--- config.mk ---
export PLATFORM = sky130hd
export DESIGN_NAME = control_sequencer
export DESIGN_NICKNAME = d
export VERILOG_FILES = /design/src/rtl/microarch_defs.sv /design/src/rtl/microcode_decoder.sv /design/src/rtl/control_sequencer.sv
export SDC_FILE = /design/constraint.sdc
export NUM_CORES = 1
export LEC_CHECK = 0
export BUFFER_PORTS_ARGS = -buffer_cell sky130_fd_sc_hd__buf_2
export CAP_MARGIN = 25
export CORE_ASPECT_RATIO = 1.1
export CORE_MARGIN = 2
export CORE_UTILIZATION = 45
export DETAILED_ROUTE_END_ITERATION = 10
export PLACE_DENSITY_LB_ADDON = 0.15
export SYNTH_ARGS = -nofsm -noshare
export SYNTH_HDL_FRONTEND = slang
export SYNTH_SLANG_ARGS = --single-unit
--- constraint.sdc ---
create_clock -name clk -period 1.7 [get_ports clk]
set_input_delay 0.085 -clock clk [delete_from_list [all_inputs] [get_ports clk]]
set_output_delay 0.085 -clock clk [all_outputs]
set_load 0.02 [all_outputs]
--- src/rtl/microarch_defs.sv ---
// Shared control-word layout, opcode map and T-state constants for the
// microcoded control sequencer.
package microarch_defs;

    typedef struct packed {
        logic pc_enable;
        logic load_pc;
        logic oe_pc;
        logic load_mar;
        logic oe_ram;
        logic we_ram;
        logic load_ir;
        logic oe_ir;
        logic load_a;
        logic oe_a;
        logic load_b;
        logic alu_sub;
        logic oe_alu;
        logic load_flags;
        logic load_out;
        logic halt;
    } control_word_t;

    typedef enum logic [3:0] {
        OP_NOP = 4'h0,
        OP_LDA = 4'h1,
        OP_ADD = 4'h2,
        OP_SUB = 4'h3,
        OP_STA = 4'h4,
        OP_LDI = 4'h5,
        OP_JMP = 4'h6,
        OP_JC  = 4'h7,
        OP_JZ  = 4'h8,
        OP_OUT = 4'hE,
        OP_HLT = 4'hF
    } opcode_e;

    localparam int T0 = 0;
    localparam int T1 = 1;
    localparam int T2 = 2;
    localparam int T3 = 3;
    localparam int T4 = 4;

    localparam control_word_t CW_NONE = control_word_t'(16'h0000);

endpackage

--- src/rtl/microcode_decoder.sv ---
// Pure combinational microcode ROM: (step, opcode, flags) -> control word
// plus a flag marking the final T-state of the instruction.
module microcode_decoder
    import microarch_defs::*;
#(
    parameter int STEP_WIDTH = 3
) (
    input  logic [STEP_WIDTH-1:0] step,
    input  logic [3:0]            opcode,
    input  logic                  flag_zero,
    input  logic                  flag_carry,
    output control_word_t         control_word,
    output logic                  last
);

    opcode_e op;
    assign op = opcode_e'(opcode);

    always_comb begin
        control_word = CW_NONE;
        last         = 1'b0;
        case (step)
            STEP_WIDTH'(T0): begin
                control_word.oe_pc    = 1'b1;
                control_word.load_mar = 1'b1;
            end
            STEP_WIDTH'(T1): begin
                control_word.oe_ram    = 1'b1;
                control_word.load_ir   = 1'b1;
                control_word.pc_enable = 1'b1;
            end
            STEP_WIDTH'(T2): begin
                case (op)
                    OP_LDA, OP_ADD, OP_SUB, OP_STA: begin
                        control_word.oe_ir    = 1'b1;
                        control_word.load_mar = 1'b1;
                    end
                    OP_LDI: begin
                        control_word.oe_ir  = 1'b1;
                        control_word.load_a = 1'b1;
                        last                = 1'b1;
                    end
                    OP_JMP: begin
                        control_word.oe_ir   = 1'b1;
                        control_word.load_pc = 1'b1;
                        last                 = 1'b1;
                    end
                    OP_JC: begin
                        control_word.oe_ir   = flag_carry;
                        control_word.load_pc = flag_carry;
                        last                 = 1'b1;
                    end
                    OP_JZ: begin
                        control_word.oe_ir   = flag_zero;
                        control_word.load_pc = flag_zero;
                        last                 = 1'b1;
                    end
                    OP_OUT: begin
                        control_word.oe_a     = 1'b1;
                        control_word.load_out = 1'b1;
                        last                  = 1'b1;
                    end
                    // HLT is not "last": the step counter freezes on it instead.
                    OP_HLT: control_word.halt = 1'b1;
                    default: last = 1'b1;
                endcase
            end
            STEP_WIDTH'(T3): begin
                case (op)
                    OP_LDA: begin
                        control_word.oe_ram = 1'b1;
                        control_word.load_a = 1'b1;
                        last                = 1'b1;
                    end
                    OP_ADD, OP_SUB: begin
                        control_word.oe_ram = 1'b1;
                        control_word.load_b = 1'b1;
                    end
                    OP_STA: begin
                        control_word.oe_a   = 1'b1;
                        control_word.we_ram = 1'b1;
                        last                = 1'b1;
                    end
                    default: last = 1'b1;
                endcase
            end
            STEP_WIDTH'(T4): begin
                if (op == OP_ADD || op == OP_SUB) begin
                    control_word.oe_alu     = 1'b1;
                    control_word.load_a     = 1'b1;
                    control_word.load_flags = 1'b1;
                    control_word.alu_sub    = (op == OP_SUB);
                end
                last = 1'b1;
            end
            default: last = 1'b1;
        endcase
    end

endmodule

--- src/rtl/control_sequencer.sv ---
// Control sequencer top: T-state counter, sticky halt latch and reset/halt
// gating around the combinational microcode decoder.
module control_sequencer
    import microarch_defs::*;
#(
    parameter int NUM_STEPS  = 5,
    parameter int STEP_WIDTH = 3
) (
    input  logic                  clk,
    input  logic                  reset,
    input  logic [3:0]            opcode,
    input  logic                  flag_zero,
    input  logic                  flag_carry,
    output logic [15:0]           control_word,
    output logic [STEP_WIDTH-1:0] step,
    output logic                  halted
);

    logic [STEP_WIDTH-1:0] step_q, step_d;
    logic                  halted_q, halted_d;
    control_word_t         dec_cw;
    logic                  dec_last;

    microcode_decoder #(
        .STEP_WIDTH (STEP_WIDTH)
    ) u_decoder (
        .step         (step_q),
        .opcode       (opcode),
        .flag_zero    (flag_zero),
        .flag_carry   (flag_carry),
        .control_word (dec_cw),
        .last         (dec_last)
    );

    always_comb begin
        step_d   = step_q;
        halted_d = halted_q | dec_cw.halt;
        // The step holds on HLT's T2 as well, so a halted machine reports T2.
        if (!halted_q && !dec_cw.halt) begin
            if (dec_last || step_q == STEP_WIDTH'(NUM_STEPS - 1))
                step_d = '0;
            else
                step_d = step_q + STEP_WIDTH'(1);
        end
    end

    always_ff @(posedge clk) begin
        if (reset) begin
            step_q   <= '0;
            halted_q <= 1'b0;
        end else begin
            step_q   <= step_d;
            halted_q <= halted_d;
        end
    end

    assign control_word = (reset || halted_q) ? 16'(CW_NONE) : 16'(dec_cw);
    assign step         = step_q;
    assign halted       = halted_q;

endmodule

==> results list <==
- Run status: finished clean
- Clock buffer depth: 2
* Overall power: between 0.9 and 1 mW
- Summed over all nets, the half-perimeter wirelength after detailed placement is between 1000 and 1500 um.
- Netlist area before placement: between 600 and 700 um2
- Across the VDD grid, the largest voltage drop is approximately 740 uV.
- Routability-driven placement finished with a final weighted congestion of approximately 0.82.
- The initialized floorplan defines 14 standard-cell rows.
- CP endpoint kind: output port
- Of all nets on the critical path, the largest fanout is 12.
- After the last flow step, the layout net total stands at roughly 130.
* Final count of negative-setup-slack endpoints: 0
- Arrival time reported for the critical path endpoint: 1.57 ns
- Summed over all cells, the static leakage comes to approximately 0.42 nW.
- In this run the mean area of a mapped cell was 7.79 um2.
- Between clock sinks in the finished design, the worst skew comes to roughly 0.010 ns.
- The number of global-route vias before repair came to approximately 600.
* Hold Crit Class: in2reg
- Die width: between 40 and 50 um
- Global routing consumed, over all layers together, between 20% and 30% of the routing resources.
- Type of the worst setup path: reg2out
- Period utilization: a little over nine tenths
- First-pass GRT wire length: roughly 2500 um
- The initial utilization of the core area, before any placement, comes to between 40 and 50%.
- Area grow syn2layout: 38.1%
- Entering global routing, the biggest net connects 14 pins.
* Number of H-tree branching levels: 1
* Routed Antenna Nets: 0
- Counting the buffers created by CTS gives 3.
* Clock-pin slew on the worst setup and hold paths: roughly 0.040 ns
* Distinct cell type count after synthesis: 41
* Fraction of registers with async set/reset: 0%
- Required time at the endpoint of the critical path: between 1.5 and 2 ns
* Total Die Area: around 1800 um2
- The initial antenna violation count came to 0.
* Skew-Pair Late Insertion Delay: roughly 0.25 ns
- In this run, placement finished with an instance count of ~120.
* Pin slew with the least headroom to its limit: ~0.42 ns
- Max capacitance violation total: 0
- Gr ovfl total: 0
- After detailed routing, the number of vias per cell comes to roughly 5.6.
* Clk root buf: clkbuf_4
- Sequential element share of the synthesized area: 12.4%
- When the netlist entered floorplanning its net count stood at between 90 and 100.
- Port buffering added 27 buffers.
- The region available for standard cell placement spans approximately 1300 um2.
- Yosys warning total: 0
- Number of antenna cells inserted: 0
- Of the cells placed in the final design, the portion with a size suffix greater than 1 is 49.5%.
- 28 I/O pins were placed.
- Total power density per cell area: roughly 1100 nW/um2
- Once layout is complete, the cells apart from fillers number 127.
- Measured along the y axis, the die boundary spans about 44 um.
- By instance count, the cell type seen most on the critical path is buf_4.
* Worst slew margin: 72.1%
* Instance count of the mapped netlist: 83
- Setup repair after global routing could not meet its margin everywhere.
* Via count: 711
* Critical-path cell with the highest stage delay: dfxtp_2
- After detailed routing, the average wire length per cell comes to 13.3 um.
- Final wirelength: about 1700 um
- Number of slew-limit violations in the final report: 0
- TritonCTS clock tree: yes
- Number of DRC markers in iteration 0: 39
- Element type at the critical path start: register
- The final-report hold violation count came to 0.
* Cells along the critical path: buf_4 > nor4b_4 > nand3_2 > a211oi_2 > buf_4
- Flop and latch count out of synthesis: 4
- Slowest Stage Delay on Critical Path: roughly 0.31 ns
- Sinks on the clock net: 4
- The first detailed-routing pass took 4 iterations.
* Post-synth EDFFs: 0
- Highest achievable clock rate: about 600 MHz
* Minimum clock period: 1.66 ns
- Main synth FF type: dfxtp_1
* Remaining DRCs: 0
## registers in the layout, summed over array words and instances (netlist names)
register / count
step: 3
halted: 1
## final timing paths
check        slack (ns)  cells past startpoint               to     from
max reg2reg        0.20                      5          step[2]  step[1]
min                0.17                      2          step[2]    reset
min reg2reg        0.62                      2          step[0]  step[0]
max                0.04                      5  control_word[6]  step[2]
## layout make-up
cell class | instances | area (um2)
flip-flops and latches | 4 | 86.3
multi-input cells | 62 | 537
clock buffers | 3 | 22.5
repair buffers | 33 | 194
inverters | 9 | 33.8
fillers | 129 | 455
well taps | 16 | 20.0
## worst max-delay path, delay by kind of cell (launching register included)
family	cells	cell delay, ns
simple gates	2	0.44
buf+inv	2	0.35
compound gates	1	0.21
flops	1	0.31
## metrics by stage
step	cell area, um2	TNS [ns]	hold slack (ns)	setup WS [ns]	util, %
global placement	792	0	0.405	0.149	58.7
floorplan	653	-0.00840	0.280	-0.00840	-
CTS	848	0	0.168	0.00351	62.9
detailed placement	792	0	0.426	0.109	58.7
global route	893	-0.0735	0.194	-0.0304	66.2
finish	893	0	0.174	0.0450	66.2
## logic make-up (layout without fill, tap and decap cells)
kind of cell / Yosys count / in the layout / share of synthesized area [%]
AND/OR/NAND/NOR: 35 / 35 / 39.3
AO/OA/AOI/OAI: 21 / 21 / 23.8
buffers and inverters: 17 / 45 / 13.5
adder cells (fa/ha/maj): 5 / 5 / 9.67
flip-flops: 4 / 4 / 12.4
XOR/XNOR: 1 / 1 / 1.35
## repair_timing
action | CTS | global route
buffers inserted | 1 | 0
gates resized for setup | 8 | 12
endpoints found under the setup margin | 5 | 8
hold buffers | 0 | 0
pin swaps | 3 | 2
## synth_stat cells (2+ instances only)
| library cell | instances | share of area (%) |
|---|---|---|
| a21oi_1 | 4 | 3.1 |
| a22oi_1 | 2 | 2.3 |
| inv_1 | 9 | 5.2 |
| o211ai_1 | 3 | 3.5 |
| and2_1 | 2 | 1.9 |
| nand2_1 | 4 | 2.3 |
| o21ai_0 | 2 | 1.5 |
| nor2_1 | 4 | 2.3 |
| buf_4 | 3 | 3.5 |
| nand3_1 | 3 | 2.3 |
| dfxtp_1 | 4 | 12 |
| o31ai_1 | 2 | 2.3 |
| ha_1 | 5 | 9.7 |
| nor3_1 | 3 | 2.3 |
| nor2b_1 | 3 | 2.9 |
| buf_2 | 4 | 3.1 |
| and3_1 | 2 | 1.9 |
## cell usage in the layout, fill, tap and decap left out, types with 3 or more instances in the layout
cell / instances
ha_4: 3
o211ai_1: 3
buf_4: 9
buf_2: 23
nor2_1: 4
a21oi_1: 3
clkbuf_4: 3
inv_1: 8
nand3_1: 3
nand2_1: 4
## routing by layer
| layer | routed length [um] | track usage, % | vias up |
|---|---|---|---|
| li1 | - | - | 365 |
| met1 | 755 | 22.4 | 316 |
| met2 | 821 | 36.1 | 27 |
| met3 | 84 | 3.08 | 3 |
| met4 | 25 | 11.7 | 0 |
| met5 | 0 | 0 | - |
## power breakdown
part	leakage, nW	total, mW	switching (mW)	internal, mW
Clock	0.0138	0.124	0.0451	0.0794
Combinational	0.375	0.684	0.391	0.294
Sequential	0.0341	0.172	0.0375	0.135
No activity file was read; power rests on OpenSTA's default activity.
